File: src/rtl/sseg_pkg.sv
// sseg_pkg: shared constants for the seven-segment display controller.
//   SEG_OFF      all segments dark (active-low)
//   GLYPH_0..F   active-low a..g patterns for hex digits, index 0 = segment a
//   idx_w()      width of a digit index for a given digit count (min 1)
package sseg_pkg;

    localparam logic [0:6] SEG_OFF = 7'b1111111;

    localparam logic [0:6] GLYPH_0 = 7'b0000001;
    localparam logic [0:6] GLYPH_1 = 7'b1001111;
    localparam logic [0:6] GLYPH_2 = 7'b0010010;
    localparam logic [0:6] GLYPH_3 = 7'b0000110;
    localparam logic [0:6] GLYPH_4 = 7'b1001100;
    localparam logic [0:6] GLYPH_5 = 7'b0100100;
    localparam logic [0:6] GLYPH_6 = 7'b0100000;
    localparam logic [0:6] GLYPH_7 = 7'b0001111;
    localparam logic [0:6] GLYPH_8 = 7'b0000000;
    localparam logic [0:6] GLYPH_9 = 7'b0000100;
    localparam logic [0:6] GLYPH_A = 7'b0001000;
    localparam logic [0:6] GLYPH_B = 7'b1100000;
    localparam logic [0:6] GLYPH_C = 7'b0110001;
    localparam logic [0:6] GLYPH_D = 7'b1000010;
    localparam logic [0:6] GLYPH_E = 7'b0110000;
    localparam logic [0:6] GLYPH_F = 7'b0111000;

    function automatic int idx_w(input int n);
        return (n > 1) ? $clog2(n) : 1;
    endfunction

endpackage

File: src/rtl/sseg_driver.sv
// sseg_driver: combinational hex-nibble to seven-segment decoder.
//   num    in   4       hex nibble
//   dp_en  in   1       1 = decimal point lit
//   sseg   out  [0:6]   segments a..g, active-low
//   dp     out  1       decimal point, active-low
module sseg_driver
    import sseg_pkg::*;
(
    input  logic [3:0] num,
    input  logic       dp_en,
    output logic [0:6] sseg,
    output logic       dp
);

    always_comb begin
        sseg = SEG_OFF;
        case (num)
            4'h0:    sseg = GLYPH_0;
            4'h1:    sseg = GLYPH_1;
            4'h2:    sseg = GLYPH_2;
            4'h3:    sseg = GLYPH_3;
            4'h4:    sseg = GLYPH_4;
            4'h5:    sseg = GLYPH_5;
            4'h6:    sseg = GLYPH_6;
            4'h7:    sseg = GLYPH_7;
            4'h8:    sseg = GLYPH_8;
            4'h9:    sseg = GLYPH_9;
            4'hA:    sseg = GLYPH_A;
            4'hB:    sseg = GLYPH_B;
            4'hC:    sseg = GLYPH_C;
            4'hD:    sseg = GLYPH_D;
            4'hE:    sseg = GLYPH_E;
            default: sseg = GLYPH_F;
        endcase
        dp = ~dp_en;
    end

endmodule

File: src/rtl/sseg_mux_display.sv
// sseg_mux_display: time-multiplexed common-anode seven-segment controller.
// One digit is scanned per slot of 2^DIV_BITS clocks. Frame data is latched
// into shadow registers at the frame wrap so a frame never shows mixed data.
//   mclk        in   1             system clock
//   reset       in   1             synchronous, active-high
//   value       in   4*NUM_DIGITS  hex nibble per digit
//   dp_in       in   NUM_DIGITS    decimal point per digit
//   blank       in   NUM_DIGITS    force digit dark
//   blink       in   NUM_DIGITS    digit dark during blink phase
//   lz_en       in   1             suppress leading zeros
//   brightness  in   4             lit for (brightness+1)/16 of a slot
//   seg         out  [0:6]         segments a..g, active-low
//   dp          out  1             decimal point, active-low
//   an          out  NUM_DIGITS    anode enables, active-low, one-hot-low
//   frame_tick  out  1             pulse when the scan wraps to digit 0
module sseg_mux_display
    import sseg_pkg::*;
#(
    parameter int NUM_DIGITS = 4,
    parameter int DIV_BITS   = 18,
    parameter int BLINK_BITS = 25
) (
    input  logic                      mclk,
    input  logic                      reset,
    input  logic [4*NUM_DIGITS-1:0]   value,
    input  logic [NUM_DIGITS-1:0]     dp_in,
    input  logic [NUM_DIGITS-1:0]     blank,
    input  logic [NUM_DIGITS-1:0]     blink,
    input  logic                      lz_en,
    input  logic [3:0]                brightness,
    output logic [0:6]                seg,
    output logic                      dp,
    output logic [NUM_DIGITS-1:0]     an,
    output logic                      frame_tick
);

    localparam int                IDX_W    = idx_w(NUM_DIGITS);
    localparam logic [IDX_W-1:0]  LAST_IDX = IDX_W'(NUM_DIGITS - 1);

    logic [DIV_BITS-1:0]     pres_q, pres_d;
    logic [IDX_W-1:0]        idx_q, idx_d;
    logic [BLINK_BITS-1:0]   blink_cnt_q, blink_cnt_d;
    logic [4*NUM_DIGITS-1:0] value_sh_q, value_sh_d;
    logic [NUM_DIGITS-1:0]   dp_sh_q, dp_sh_d;
    logic [NUM_DIGITS-1:0]   blank_sh_q, blank_sh_d;
    logic [NUM_DIGITS-1:0]   blink_sh_q, blink_sh_d;
    logic                    lz_sh_q, lz_sh_d;
    logic [0:6]              seg_q, seg_d;
    logic                    dp_q, dp_d;
    logic [NUM_DIGITS-1:0]   an_q, an_d;
    logic                    frame_tick_q, frame_tick_d;

    logic                    slot_end, wrap;
    logic [3:0]              cur_nib;
    logic                    cur_dp, cur_blank, cur_blink;
    logic                    upper_nonzero, lz_dark, dark, pwm_on, lit;
    logic [NUM_DIGITS-1:0]   an_sel;
    logic [0:6]              dec_seg;
    logic                    dec_dp;

    sseg_driver u_driver (
        .num   (cur_nib),
        .dp_en (cur_dp),
        .sseg  (dec_seg),
        .dp    (dec_dp)
    );

    always_comb begin
        slot_end    = &pres_q;
        wrap        = slot_end && (idx_q == LAST_IDX);
        pres_d      = pres_q + DIV_BITS'(1);
        blink_cnt_d = blink_cnt_q + BLINK_BITS'(1);
        idx_d       = idx_q;
        if (slot_end) begin
            idx_d = wrap ? '0 : idx_q + IDX_W'(1);
        end

        // The shadow reloads on the same edge that returns the scan to digit 0.
        value_sh_d   = wrap ? value : value_sh_q;
        dp_sh_d      = wrap ? dp_in : dp_sh_q;
        blank_sh_d   = wrap ? blank : blank_sh_q;
        blink_sh_d   = wrap ? blink : blink_sh_q;
        lz_sh_d      = wrap ? lz_en : lz_sh_q;
        frame_tick_d = wrap;

        // Select the current digit and find any non-zero nibble or dp at or
        // above it; without one the digit is a leading zero.
        cur_nib       = 4'h0;
        cur_dp        = 1'b0;
        cur_blank     = 1'b0;
        cur_blink     = 1'b0;
        an_sel        = '1;
        upper_nonzero = 1'b0;
        for (int i = 0; i < NUM_DIGITS; i++) begin
            if (idx_q == IDX_W'(i)) begin
                cur_nib   = value_sh_q[4*i +: 4];
                cur_dp    = dp_sh_q[i];
                cur_blank = blank_sh_q[i];
                cur_blink = blink_sh_q[i];
                an_sel[i] = 1'b0;
            end
            if ((IDX_W'(i) >= idx_q) && ((value_sh_q[4*i +: 4] != 4'h0) || dp_sh_q[i])) begin
                upper_nonzero = 1'b1;
            end
        end

        lz_dark = lz_sh_q && (idx_q != '0) && !upper_nonzero;
        dark    = cur_blank || (cur_blink && blink_cnt_q[BLINK_BITS-1]) || lz_dark;
        pwm_on  = pres_q[DIV_BITS-1 -: 4] <= brightness;
        lit     = !dark && pwm_on;

        an_d  = lit ? an_sel  : '1;
        seg_d = lit ? dec_seg : SEG_OFF;
        dp_d  = lit ? dec_dp  : 1'b1;
    end

    always_ff @(posedge mclk) begin
        if (reset) begin
            pres_q       <= '0;
            idx_q        <= '0;
            blink_cnt_q  <= '0;
            value_sh_q   <= value;
            dp_sh_q      <= dp_in;
            blank_sh_q   <= blank;
            blink_sh_q   <= blink;
            lz_sh_q      <= lz_en;
            an_q         <= '1;
            seg_q        <= SEG_OFF;
            dp_q         <= 1'b1;
            frame_tick_q <= 1'b0;
        end else begin
            pres_q       <= pres_d;
            idx_q        <= idx_d;
            blink_cnt_q  <= blink_cnt_d;
            value_sh_q   <= value_sh_d;
            dp_sh_q      <= dp_sh_d;
            blank_sh_q   <= blank_sh_d;
            blink_sh_q   <= blink_sh_d;
            lz_sh_q      <= lz_sh_d;
            an_q         <= an_d;
            seg_q        <= seg_d;
            dp_q         <= dp_d;
            frame_tick_q <= frame_tick_d;
        end
    end

    assign seg        = seg_q;
    assign dp         = dp_q;
    assign an         = an_q;
    assign frame_tick = frame_tick_q;

endmodule

File: config.mk
export PLATFORM = sky130hd
export DESIGN_NAME = sseg_mux_display
export DESIGN_NICKNAME = d
export VERILOG_FILES = /design/src/rtl/sseg_pkg.sv /design/src/rtl/sseg_driver.sv /design/src/rtl/sseg_mux_display.sv
export SDC_FILE = /design/constraint.sdc
export NUM_CORES = 1
export LEC_CHECK = 0
export CAP_MARGIN = 20
export CORE_UTILIZATION = 55
export DETAILED_ROUTE_END_ITERATION = 7
export GPL_TIMING_DRIVEN = 1
export PLACE_DENSITY = 0.79
export SLEW_MARGIN = 25
export SYNTH_ARGS = -nofsm -noshare
export SYNTH_HDL_FRONTEND = slang
export SYNTH_HIERARCHICAL = 1
export SYNTH_SLANG_ARGS = --single-unit
File: constraint.sdc
create_clock -name mclk -period 3.1 [get_ports mclk]
set_clock_uncertainty 0.1 [all_clocks]
set_input_delay 0.62 -clock mclk [delete_from_list [all_inputs] [get_ports mclk]]
set_output_delay 0.62 -clock mclk [all_outputs]
set_load 0.1 [all_outputs]
==> results.md, run 1 <==
- CTS tree: built
- Crit. End Element: register
- Placer congestion estimate: 0.9032
- Worst reg2reg path endpoint: seg[3]$_SDFF_PP1_
- Data required, critical path: 3.20 ns
- Clk_lat worst skew: 0.34 ns
- Final worst path period need: 2.899 ns
- Unique masters post-synth: 48
- Hold path start: blink_cnt_q[0]$_SDFF_PP0_
- CTS Buf Count: 9
- Setup ws final: 0.2014 ns
- Number of H-tree levels: 3
- Chip Height: 85.87 um
- Worst hold margin: 0.3724 ns
- Top cell family by delay on the critical path: simple AND/OR/NAND/NOR gates
- Seq/Total Area, Yosys: 0.5252
- Root buf cell: clkbuf_8
- Type of the most critical hold path: register to register
- CTS resizes: 0
- Hold EP: blink_cnt_q[0]$_SDFF_PP0_
- Largest net degree at the start of global routing: 46
- Most common cell after layout, fill and taps aside: dfxtp_1
- Worst hold stages: 1
- Endpoints failing hold: 0
- Net count, final: 484
- Number of global-route vias before repair: 2695
- Post-Route Utilization: 0.6797
- Routed WL per cell: 13.61 um
- Static leakage: 1.628 nW
- Combinational Power Share: 0.105
- Drc violations: 0
- Fmax: 345.0 MHz
- Register area: 2032 um2
- Most frequent cells in the layout: dfxtp_1, clkdlybuf4s50_1, nand2_1
- Post-DP HPWL: 5.235 mm
- Power Total: 2.251 mW
- Async SR Flop Fraction: 0
- Slew Viols, Final: 0
- Remaining Overflow, GRT: 0
- Crit-path cells: inv_1, ha_1, nor2b_1, a221oi_1, o31ai_1, inv_1, ha_1, or2_2, a21oi_1, a31oi_1, nand3b_1
- Layout cell share with drive strength beyond 1: 0.1101
- Die area: 7374 um2
- VDD IR max: 308.2 uV
- Iter 0 DRT Violations: 108
- Reg2reg setup slack: 0.20 ns
- I/O Buffers: 47
- Post-synth top flop: dfxtp_1
- Placed Instance Area: 4420 um2
- Fin cells: 532
- Grt met3 use: 0.04524
- Synth Register Bits: 87
- Fill cells: 558
- CP Class: register to register
- Slew headroom: 0.3932
- Setup_tns: 0 ns
- P_sw: 0.5563 mW
- Antenna-violating nets left: 0
- RR Startpoint: idx_q[1]$_SDFFE_PP0N_
- Die W: 85.87 um
- # clock sinks: 87
- Worst-case reg-to-reg path depth: 11
- Placed cell count: 516
- Sequential share of power: 0.555
- N_diodes: 0
- Number of synthesized flops with an enable pin: 29
- Final wirelength: 7.240 mm
- Final period util: 0.9350
- CP Buf/Inv Count: 2
- Power Density: 487.5 nW/um2
- Max-Cap Viols: 0
- Ys Warns: 6
- Drt pass-1 iters: 4
- Post-Synthesis Cells: 379
- Crit-path slowest cell: dfxtp_1
- Final setup fails: 0
- Worst path max stage delay: 0.41 ns
- Clk pin slew, worst setup/hold paths: 0.08 ns
- Initial Utilization: 0.5694
- CTS max path bufs: 2
- Area grow syn2layout: 19.37%
- Vias per cell: 5.534
- Post-Syn Area: 3869 um2
- Switch share: 0.2471
- Post-CTS Setup Bufs: 0
- Final Cell Area: 4618 um2
- RSZ-0062 raised after global routing: no
- Busiest layer in global routing: met2
- Initial antenna violation count: 0
- Startpoint Class: register
- Worst Path Max Fanout: 10
- Hold buffers post-CTS: 0
- Met2 Track Usage GR: 0.3405
- Top Ports: 48
- Pint: 1.695 mW
- Multi-input logic area: 1703 um2
- Core area: 6794 um2
- Worst-Margin Slew: 0.9094 ns
- # rows: 30
- Syn_area_per_cell: 10.21 um2
- CP Data Arrival Time: 3.00 ns
- Global-route wire length before repair: 11.71 mm
- Status: completed
- Met1 usage: 0.2527
- Pre-CTS WS: 0.2597 ns
- Tot GR Track Use: 0.2024
- Vias: 2944
- Syn nets: 432
- Clock power share: 0.340
-- cells in the mapped netlist (2+ instances only) --
cell type	count	area, um2
xor2_1	10	87.58
nor3_1	8	40.04
inv_1	16	60.06
nand2_1	30	112.6
nand3_1	19	95.09
mux2_2	3	33.78
a21o_1	3	22.52
o21ai_1	2	10.01
nand2b_1	3	18.77
nand4_1	6	37.54
o21ai_0	14	70.07
clkbuf_1	11	41.29
nor2b_1	8	50.05
a211oi_1	2	15.01
nand3b_1	9	67.56
a21oi_1	19	95.09
mux2i_1	2	20.02
a31oi_1	2	12.51
dfxtp_1	58	1161
and4_1	5	43.79
o31ai_1	9	67.56
a221oi_1	5	43.79
buf_2	2	10.01
nor4_1	6	37.54
ha_1	18	225.2
or3_1	8	50.05
nor3b_1	2	15.01
edfxtp_1	29	870.8
xnor2_1	13	113.9
or4_1	8	60.06
buf_6	2	22.52
o22ai_1	3	18.77
nor2_1	29	108.9
-- final cells by class --
class                           count  area share
Timing Repair Buffer               56      0.1095
Multi-Input combinational cell    261      0.3687
Inverter                           16     0.01300
Sequential cell                    87      0.4400
Clock inverter                      7     0.01598
Tap cell                           96     0.02601
Clock buffer                        9     0.02682
-- worst max path at each step --
stage	from	end	slack [ns]	cells after the start
floorplan	idx_q[1]$_SDFFE_PP0N_	seg[3]$_SDFF_PP1_	0.38	12
global placement	brightness[2]	seg[0]$_SDFF_PP1_	0.45	8
detailed placement	idx_q[1]$_SDFFE_PP0N_	seg[3]$_SDFF_PP1_	0.26	11
CTS	idx_q[1]$_SDFFE_PP0N_	seg[3]$_SDFF_PP1_	0.24	11
global route	idx_q[1]$_SDFFE_PP0N_	seg[3]$_SDFF_PP1_	0.03	11
finish	idx_q[1]$_SDFFE_PP0N_	seg[3]$_SDFF_PP1_	0.20	11
-- per-layer routing --
metal	share of wire	vias up	routed length, um
met4	0.014	0	101
met2	0.48	60	3467
met5	0	-	0
met1	0.47	1404	3412
li1	-	1471	-
met3	0.036	9	258
-- power groups by stage --
stage	logic [mW]	registers [mW]	clock network [mW]
floorplan	0.0867	1.33	0
global placement	0.231	1.28	0
detailed placement	0.236	1.28	0
CTS	0.237	1.25	0.783
global route	0.254	1.25	0.833
finish	0.236	1.25	0.765
-- flip-flops by register name, summed over array words and instances, names as in the netlist --
name and count:
blink_cnt_q 25, pres_q 18, value_sh_q 16, seg 7, an 4, blank_sh_q 4
blink_sh_q 4, dp_sh_q 4, idx_q 2, dp 1, frame_tick 1, lz_sh_q 1
-- cell families (layout without fill, tap and decap cells) --
group,after synthesis,after routing,share of synthesized area
multiplexers,5,5,0.01391
buffers and inverters,31,88,0.03461
AO/OA/AOI/OAI,67,67,0.1090
flip-flops,87,87,0.5252
XOR/XNOR,23,23,0.05207
AND/OR/NAND/NOR,148,148,0.2070
adder cells (fa/ha/maj),18,18,0.05822
Power figures use the tool's default switching activity.
==> inputs of run 2 (changes only) <==
Settings changed: PLACE_DENSITY 0.79 to 0.86.
==> results.md, run 2 (synthesized netlist as in run 1, its figures left out) <==
- Worst Setup SP: idx_q[0]$_SDFFE_PP0N_
- P_sw: 0.5576 mW (+0.22%)
- Top Ports: 48 (unchanged)
- Data required, critical path: 3.21 ns (about the same)
- Hold buffers post-CTS: 0 (unchanged)
- I/O Buffers: 47 (unchanged)
- Remaining Overflow, GRT: 0 (unchanged)
- Slew Viols, Final: 0 (unchanged)
- Hold EP: blink_cnt_q[0]$_SDFF_PP0_
- Power Density: 526.3 nW/um2 (+8.0%)
- Grt met3 use: 0.03369 (-0.01155)
- Worst-Margin Slew: 0.8980 ns (-0.01138 ns)
- Largest net degree at the start of global routing: 50 (+8.7%)
- RR Startpoint: idx_q[0]$_SDFFE_PP0N_
- Sequential share of power: 0.507 (-0.048)
- CP Class: register to register
- Placed Instance Area: 4428 um2 (+0.17%)
- Slew headroom: 0.4007 (+0.007594)
- Vias per cell: 5.548 (+0.25%)
- Global-route wire length before repair: 12.45 mm (+6.4%)
- Net count, final: 485 (+0.21%)
- Setup_tns: 0 ns (unchanged)
- CP Data Arrival Time: 2.87 ns (-0.13 ns)
- Die area: 7374 um2 (unchanged)
- Die W: 85.87 um (unchanged)
- Final worst path period need: 2.756 ns (-0.1421 ns)
- Area grow syn2layout: 21.09%
- Initial Utilization: 0.5694 (unchanged)
- Number of global-route vias before repair: 2816 (+4.5%)
- Drc violations: 0 (unchanged)
- Hold path start: blink_cnt_q[0]$_SDFF_PP0_
- Core area: 6794 um2 (unchanged)
- Clk_lat worst skew: 0.35 ns (about the same)
- Vias: 2957 (+0.44%)
- Worst hold stages: 1 (unchanged)
- Met1 usage: 0.2650 (+0.01231)
- Drt pass-1 iters: 4 (unchanged)
- Static leakage: 1.666 nW (+2.3%)
- Biggest regs: blink_cnt_q: 25 flops, pres_q: 18 flops, value_sh_q: 16 flops
- Crit. End Element: register
- Switch share: 0.2261 (-0.02097)
- Busiest layer in global routing: met2
- RSZ-0062 raised after global routing: no
- Most frequent cells in the layout: dfxtp_1, clkdlybuf4s50_1, nand2_1
- Status: completed
- Iter 0 DRT Violations: 123 (+14%)
- Clk pin slew, worst setup/hold paths: 0.09 ns (about the same)
- CTS max path bufs: 2 (unchanged)
- Placer congestion estimate: 0.8596 (-4.8%)
- Routed WL per cell: 14.18 um (+4.2%)
- Endpoints failing hold: 0 (unchanged)
- VDD IR max: 373.2 uV (+21%)
- Chip Height: 85.87 um (unchanged)
- Post-CTS Setup Bufs: 0 (unchanged)
- Fmax: 362.8 MHz (+5.2%)
- Worst reg2reg path endpoint: seg[3]$_SDFF_PP1_
- Tot GR Track Use: 0.2196 (+0.01714)
- Pint: 1.908 mW (+13%)
- Worst-case reg-to-reg path depth: 11 (unchanged)
- Placed cell count: 517 (+0.19%)
- Type of the most critical hold path: register to register
- Worst Path Max Fanout: 5 (-5)
- Number of H-tree levels: 3 (unchanged)
- CTS Buf Count: 9 (unchanged)
- Power Total: 2.466 mW (+9.5%)
- Met2 Track Usage GR: 0.3716 (+0.03102)
- Root buf cell: clkbuf_8
- Reg2reg setup slack: 0.34 ns (+0.14 ns)
- N_diodes: 0 (unchanged)
- Most common cell after layout, fill and taps aside: dfxtp_1
- # clock sinks: 87 (unchanged)
- Reg with most FFs: blink_cnt_q
- Final wirelength: 7.559 mm (+4.4%)
- Combinational Power Share: 0.097 (-0.008)
- CTS resizes: 0 (unchanged)
- CTS tree: built
- Startpoint Class: register
- # rows: 30 (unchanged)
- Fin cells: 533 (+0.19%)
- Worst hold margin: 0.3696 ns (-0.002851 ns)
- Final Cell Area: 4684 um2 (+1.4%)
- Initial antenna violation count: 0 (unchanged)
- Antenna-violating nets left: 0 (unchanged)
- Max reg flops: 25 (unchanged)
- Post-DP HPWL: 5.387 mm (+2.9%)
- Max-Cap Viols: 0 (unchanged)
- Layout cell share with drive strength beyond 1: 0.1098 (-0.0002519)
- Clock power share: 0.396 (+0.056)
- Final period util: 0.8892 (-0.04584)
- Final setup fails: 0 (unchanged)
-- run 2: cell count changes in the layout (fill, tap and decap cells not counted), sizes merged --
| cell | change |
|---|---|
| clkinv | -2 |
| bufinv | +2 |
| buf | +1 |
| clkinvlp | -2 |
| clkbuf | +2 |
-- run 2: worst max-delay path: stages (launching register included) --
cell and delay, ns:
dfxtp_1 0.36, inv_1 0.12, ha_1 0.23, nor2b_1 0.35, a221oi_1 0.14, o31ai_1 0.31, inv_1 0.17, ha_1 0.22
or2_2 0.29, a21oi_1 0.13, a31oi_1 0.05, nand3b_1 0.15
-- run 2: per-stage QoR --
stage                     setup WS, ns    util
after floorplan                 0.3836       -
after global placement          0.4615  0.6518
after detailed placement        0.3459  0.6518
after CTS                       0.3265  0.6895
after global routing           0.07669  0.6895
final                           0.3435  0.6895
-- run 2: layout make-up --
class                   count  area (um2)
clock buffers              11       152.6
multi-input cells         261        1703
well taps                  96       120.1
flip-flops and latches     87        2032
inverters                  16       60.06
repair buffers             57       513.0
fillers                   516        2110
clock inverters             5       103.9
-- run 2: worst max path at each step --
stage / to / slack (ns) / cells past startpoint
global placement: an[1]$_SDFF_PP1_ / 0.46 / 8
CTS: seg[3]$_SDFF_PP1_ / 0.33 / 11
detailed placement: an[1]$_SDFF_PP1_ / 0.35 / 8
finish: seg[3]$_SDFF_PP1_ / 0.34 / 11
global route: seg[3]$_SDFF_PP1_ / 0.08 / 11
floorplan: seg[3]$_SDFF_PP1_ / 0.38 / 12
-- run 2: power by group through the flow --
stage               sequential (mW)  clock [mW]  combinational, mW
CTS                            1.25       0.992              0.239
finish                         1.25       0.977              0.239
global placement               1.27           0              0.231
detailed placement             1.28           0              0.238
global route                   1.26        1.04              0.256
floorplan                      1.33           0             0.0867
-- run 2: layer usage --
metal / vias to the layer above / part of all wire
met3: 10 / 0.036
li1: 1478 / -
met5: - / 0
met4: 0 / 0.018
met1: 1401 / 0.43
met2: 68 / 0.52
==> inputs of run 3 (changes only) <==
Settings changed: CORE_UTILIZATION 55 to 25, PLACE_DENSITY 0.86 to 0.49.
==> results.md, run 3 (synthesized netlist as in run 1, its figures left out) <==
- Most common cell after layout, fill and taps aside: dfxtp_1
- CTS tree: built
- Root buf cell: clkbuf_16
- Worst Path Max Fanout: 5 (unchanged)
- Worst path max stage delay: 0.37 ns (about the same)
- # clock sinks: 87 (unchanged)
- Global-route wire length before repair: 13.67 mm (+9.7%)
- Most frequent cells in the layout: dfxtp_1, clkdlybuf4s50_1, nand2_1
- Tot GR Track Use: 0.1102 (-0.1094)
- CP Data Arrival Time: 2.88 ns (about the same)
- Post-Route Utilization: 0.3209 (-0.3686)
- Number of H-tree levels: 3 (unchanged)
- Power Density: 528.4 nW/um2 (+0.40%)
- Clk_lat worst skew: 0.34 ns (about the same)
- # rows: 45 (+50%)
- Fin cells: 625 (+17%)
- Drt pass-1 iters: 5 (+1)
- Routed WL per cell: 13.18 um (-7.1%)
- Number of global-route vias before repair: 2784 (-1.1%)
- Final setup fails: 0 (unchanged)
- Power Total: 2.569 mW (+4.2%)
- Type of the most critical hold path: register to register
- Multi-input logic area: 1703 um2 (unchanged)
- Setup_tns: 0 ns (unchanged)
- Endpoints failing hold: 0 (unchanged)
- Static leakage: 1.697 nW (+1.8%)
- Placed cell count: 609 (+18%)
- Chip Height: 126.4 um (+47%)
- Slew headroom: 0.3732 (-0.02759)
- Final period util: 0.9021 (+0.01296)
- CTS max path bufs: 2 (unchanged)
- Register area: 2032 um2 (unchanged)
- Layout cell share with drive strength beyond 1: 0.1098 (unchanged)
- RSZ-0062 raised after global routing: no
- Core area: 15150 um2 (+120%)
- Crit. End Element: register
- Pre-CTS WS: 0.3172 ns (-0.02868 ns)
- Sequential share of power: 0.488 (-0.019)
- Initial antenna violation count: 0 (unchanged)
- Die area: 15980 um2 (+120%)
- Fmax: 357.6 MHz (-1.4%)
- Fill cells: 1537 (+200%)
- Clock power share: 0.418 (+0.022)
- Biggest regs: blink_cnt_q: 25 flops, pres_q: 18 flops, value_sh_q: 16 flops
- Post-DP HPWL: 5.683 mm (+5.5%)
- Placer congestion estimate: 0.7736 (-10%)
- Setup ws final: 0.3033 ns (-0.04018 ns)
- Post-CTS Setup Bufs: 0 (unchanged)
- Slew Viols, Final: 0 (unchanged)
- CP Class: register to register
- Startpoint Class: register
- Initial Utilization: 0.2554 (-0.3140)
- Combinational Power Share: 0.094 (-0.003)
- Vias per cell: 4.654 (-16%)
- Pint: 1.982 mW (+3.9%)
- Crit-path cells: inv_1, ha_1, nor2b_1, a221oi_1, o31ai_1, inv_1, ha_1, or2_2, a21oi_1, a31oi_1, nand3b_1
- Data required, critical path: 3.19 ns (-0.02 ns)
- CTS resizes: 0 (unchanged)
- Iter 0 DRT Violations: 197 (+60%)
- Top Ports: 48 (unchanged)
- Largest net degree at the start of global routing: 49 (-2.0%)
- Hold buffers post-CTS: 0 (unchanged)
- Area grow syn2layout: 25.65%
- VDD IR max: 206.1 uV (-45%)
- Antenna-violating nets left: 0 (unchanged)
- Drc violations: 0 (unchanged)
- Die W: 126.4 um (+47%)
- P_sw: 0.5870 mW (+5.3%)
- Status: completed
- Final wirelength: 8.236 mm (+9.0%)
- Reg with most FFs: blink_cnt_q
- CTS Buf Count: 9 (unchanged)
- Worst-Margin Slew: 0.9393 ns (+0.04135 ns)
- Clk pin slew, worst setup/hold paths: 0.06 ns (-0.03 ns)
- Vias: 2909 (-1.6%)
- Crit-path slowest cell: nor2b_1
- Net count, final: 485 (unchanged)
- N_diodes: 0 (unchanged)
- I/O Buffers: 47 (unchanged)
- Switch share: 0.2285 (+0.002373)
- Final worst path period need: 2.797 ns (+0.04018 ns)
- Max-Cap Viols: 0 (unchanged)
- Remaining Overflow, GRT: 0 (unchanged)
- Max reg flops: 25 (unchanged)
-- run 3: through the flow --
| stage | instance area, um2 | hold slack (ns) |
|---|---|---|
| final | 4861 | 0.3669 |
| after global routing | 4861 | 0.4001 |
| after CTS | 4861 | 0.3729 |
| after detailed placement | 4556 | 0.3585 |
| after global placement | 4556 | 0.3433 |
| after floorplan | 3869 | 0.3297 |
-- run 3: final timing paths --
check                                  from                         to  slack [ns]  depth (start not counted)
hold reg to reg   blink_cnt_q[0]$_SDFF_PP0_  blink_cnt_q[0]$_SDFF_PP0_        0.37                          1
setup reg to reg      idx_q[1]$_SDFFE_PP0N_          seg[3]$_SDFF_PP1_        0.30                         11
setup / recovery      idx_q[1]$_SDFFE_PP0N_          seg[3]$_SDFF_PP1_        0.30                         11
hold / removal    blink_cnt_q[0]$_SDFF_PP0_  blink_cnt_q[0]$_SDFF_PP0_        0.37                          1
-- run 3: critical path, delay by kind of cell (launching register included) --
kind	cells	cell delay, ns
DFF	1	0.35
AOI/OAI and AO/OA	4	0.65
buffers and inverters	2	0.30
and+or+nand+nor	3	0.80
adders and majority gates	2	0.45
-- run 3: power groups by stage --
stage,Clock [mW],Combinational (mW),Sequential (mW)
2_1_floorplan,0,0.0867,1.33
3_3_place_gp,0,0.242,1.28
3_5_place_dp,0,0.242,1.28
4_1_cts,1.12,0.244,1.25
5_1_grt,1.16,0.260,1.26
6_report,1.07,0.241,1.25
-- run 3: per-layer routing --
metal / global-route usage / part of all wire / up-vias
met5: 0 / 0 / -
met2: 0.1810 / 0.47 / 65
met4: 0.04111 / 0.014 / 0
met1: 0.1329 / 0.46 / 1362
met3: 0.03796 / 0.051 / 8
li1: - / - / 1474
-- run 3: final cells by class --
class	instances	share of cell area
sequential	87	0.4180
timing repair buffer	57	0.1081
clock inverter	2	0.002059
inverter	16	0.01236
tap	188	0.04839
clock buffer	14	0.06075
multi-input combinational	261	0.3503
==> RTL change, RTL diff (flow settings as in run 2) <==
`NUM_DIGITS`: 4 -> 2. Comments in the files are not updated.
--- a/src/rtl/sseg_mux_display.sv
+++ b/src/rtl/sseg_mux_display.sv
@@ -16,7 +16,7 @@
 module sseg_mux_display
     import sseg_pkg::*;
 #(
-    parameter int NUM_DIGITS = 4,
+    parameter int NUM_DIGITS = 2,
     parameter int DIV_BITS   = 18,
     parameter int BLINK_BITS = 25
 ) (
Interface: changed (5 resized); port bits go from 48 to 32. The function was not compared with the original's and may differ.
==> RTL change against run 2 <==
- power decreased by 25%
- fmax rose by 0.53%
- global-route usage fell by 1.0 points
- wire length decreased by 20%
- via count shrank 18%
- count of clock-buffer cells in the layout is 1 higher
- design area is 21% lower
- largest power group unchanged
- synthesized cell count down 15%
- setup slack gained 0.015 ns
- sequential cell count fell by 17
- highest routed layer unchanged
- synthesized area decreased by 17%
- utilization decreased by 2.6 points
==> RTL change: results (changes against run 2) <==
Yosys
  – Post-synth top cells: 55 x dfxtp_1, 33 x nor2_1, 21 x a21oi_1
  – Seq/Total Area, Yosys: 0.485 (-0.0405)
  – EDFF count, synth: 15 (-48%)
  – Net Count, Synth: 355 (-18%)
  – Synth top area cells: dfxtp_1 34%, edfxtp_1 14%, ha_1 5.1%, nor2_1 3.9%, a21oi_1 3.3%
  – Synth Instances: 321 (-15%)

Route
  – Vias: 2423 (-18%)
  – Routed WL: 6.03 mm (-20%)
  – 1st-iter DRT viols: 142 (+15%)

Global route
  – First-pass GRT wire length: 9.97 mm (-20%)
  – Pin count of the biggest net entering global routing: 26 (-48%)

Place
  – Dpl cells: 411 (-21%)
  – Final HPWL DP: 4.11 mm (-24%)
  – Port Buf Inserts: 31 (-34%)
  – Routability congestion estimate: 0.793 (-7.8%)

Worst setup path
  – Top fanout value on the critical path: 15 (+10)

Cells and area
  – Nets: 384 (-21%)
  – Top flop regs: blink_cnt_q (25), pres_q (18), value_sh_q (8)
  – Layout cells sized above 1: 0.118 (+0.00847)
  – Layout fillers: 455 (-12%)

Worst hold path
  – HP Class: reg2reg

Timing
  – Worst Tran Pin Value: 0.679 ns (-0.219 ns)

Clock network
  – Clock transition at path regs: 0.07 ns (-0.02 ns)

Status
  – Status: complete, no violations

Power and ir drop
  – Leakage: 1.32 nW (-21%)

Floorplan
  – Die area: 0.00613 mm^2 (-17%)
==> RTL change: final timing paths <==
kind	end	start	cells after the start	slack [ns]
setup / recovery	blank_sh_q[0]$_DFFE_PP_	pres_q[0]$_SDFF_PP0_	5	0.36
hold / removal	blink_cnt_q[0]$_SDFF_PP0_	blink_cnt_q[0]$_SDFF_PP0_	1	0.35
setup reg to reg	blank_sh_q[0]$_DFFE_PP_	pres_q[0]$_SDFF_PP0_	5	0.36
hold reg to reg	blink_cnt_q[0]$_SDFF_PP0_	blink_cnt_q[0]$_SDFF_PP0_	1	0.35
==> RTL change: where the power goes <==
part           switching, W  internal [W]  total, W
Sequential        0.0000130      0.000956  0.000969
Combinational      0.000105     0.0000645  0.000169
Clock              0.000326      0.000391  0.000718
==> RTL change: final cells by class <==
class                           count  area share
Clock buffer                       12      0.0393
Clock inverter                      4      0.0129
Inverter                           14      0.0142
Multi-Input combinational cell    222       0.409
Sequential cell                    70       0.420
Tap cell                           72      0.0244
Timing Repair Buffer               33      0.0805
==> RTL change: logic make-up after synthesis <==
group                      count (synthesis)  share of synthesized area
DFF                                       70                      0.485
AOI/OAI and AO/OA                         46                     0.0868
muxes                                     13                     0.0477
and+or+nand+nor                          129                      0.230
buffers and inverters                     29                     0.0426
adders and majority gates                 13                     0.0508
xor gates and xnor gates                  21                     0.0575
==> RTL change: metal layers <==
layer | vias to the layer above | wire length (um) | share of wire | track usage
met1 | 1151 | 2820 | 0.47 | 0.267
met4 | 0 | 102 | 0.017 | 0.106
met2 | 47 | 2910 | 0.48 | 0.337
li1 | 1213 | - | - | -
met3 | 12 | 203 | 0.034 | 0.0419
met5 | - | 0 | 0 | 0
==> RTL change: worst max-delay path: stages, from the launching register on <==
cell and delay [ns]:
dfxtp_1 0.40, ha_1 0.25, nand4_2 0.15, or2_1 0.36
or4_1 0.58, nand2b_1 0.52
==> RTL change: through the flow <==
step / worst slack, ns / hold slack, ns / utilization / area (um^2)
after floorplan: 0.649 / 0.313 / - / 3200
after global placement: 0.508 / 0.328 / 0.629 / 3500
after detailed placement: 0.400 / 0.346 / 0.629 / 3500
after CTS: 0.359 / 0.356 / 0.663 / 3700
after global routing: 0.171 / 0.390 / 0.663 / 3700
final: 0.358 / 0.351 / 0.663 / 3700
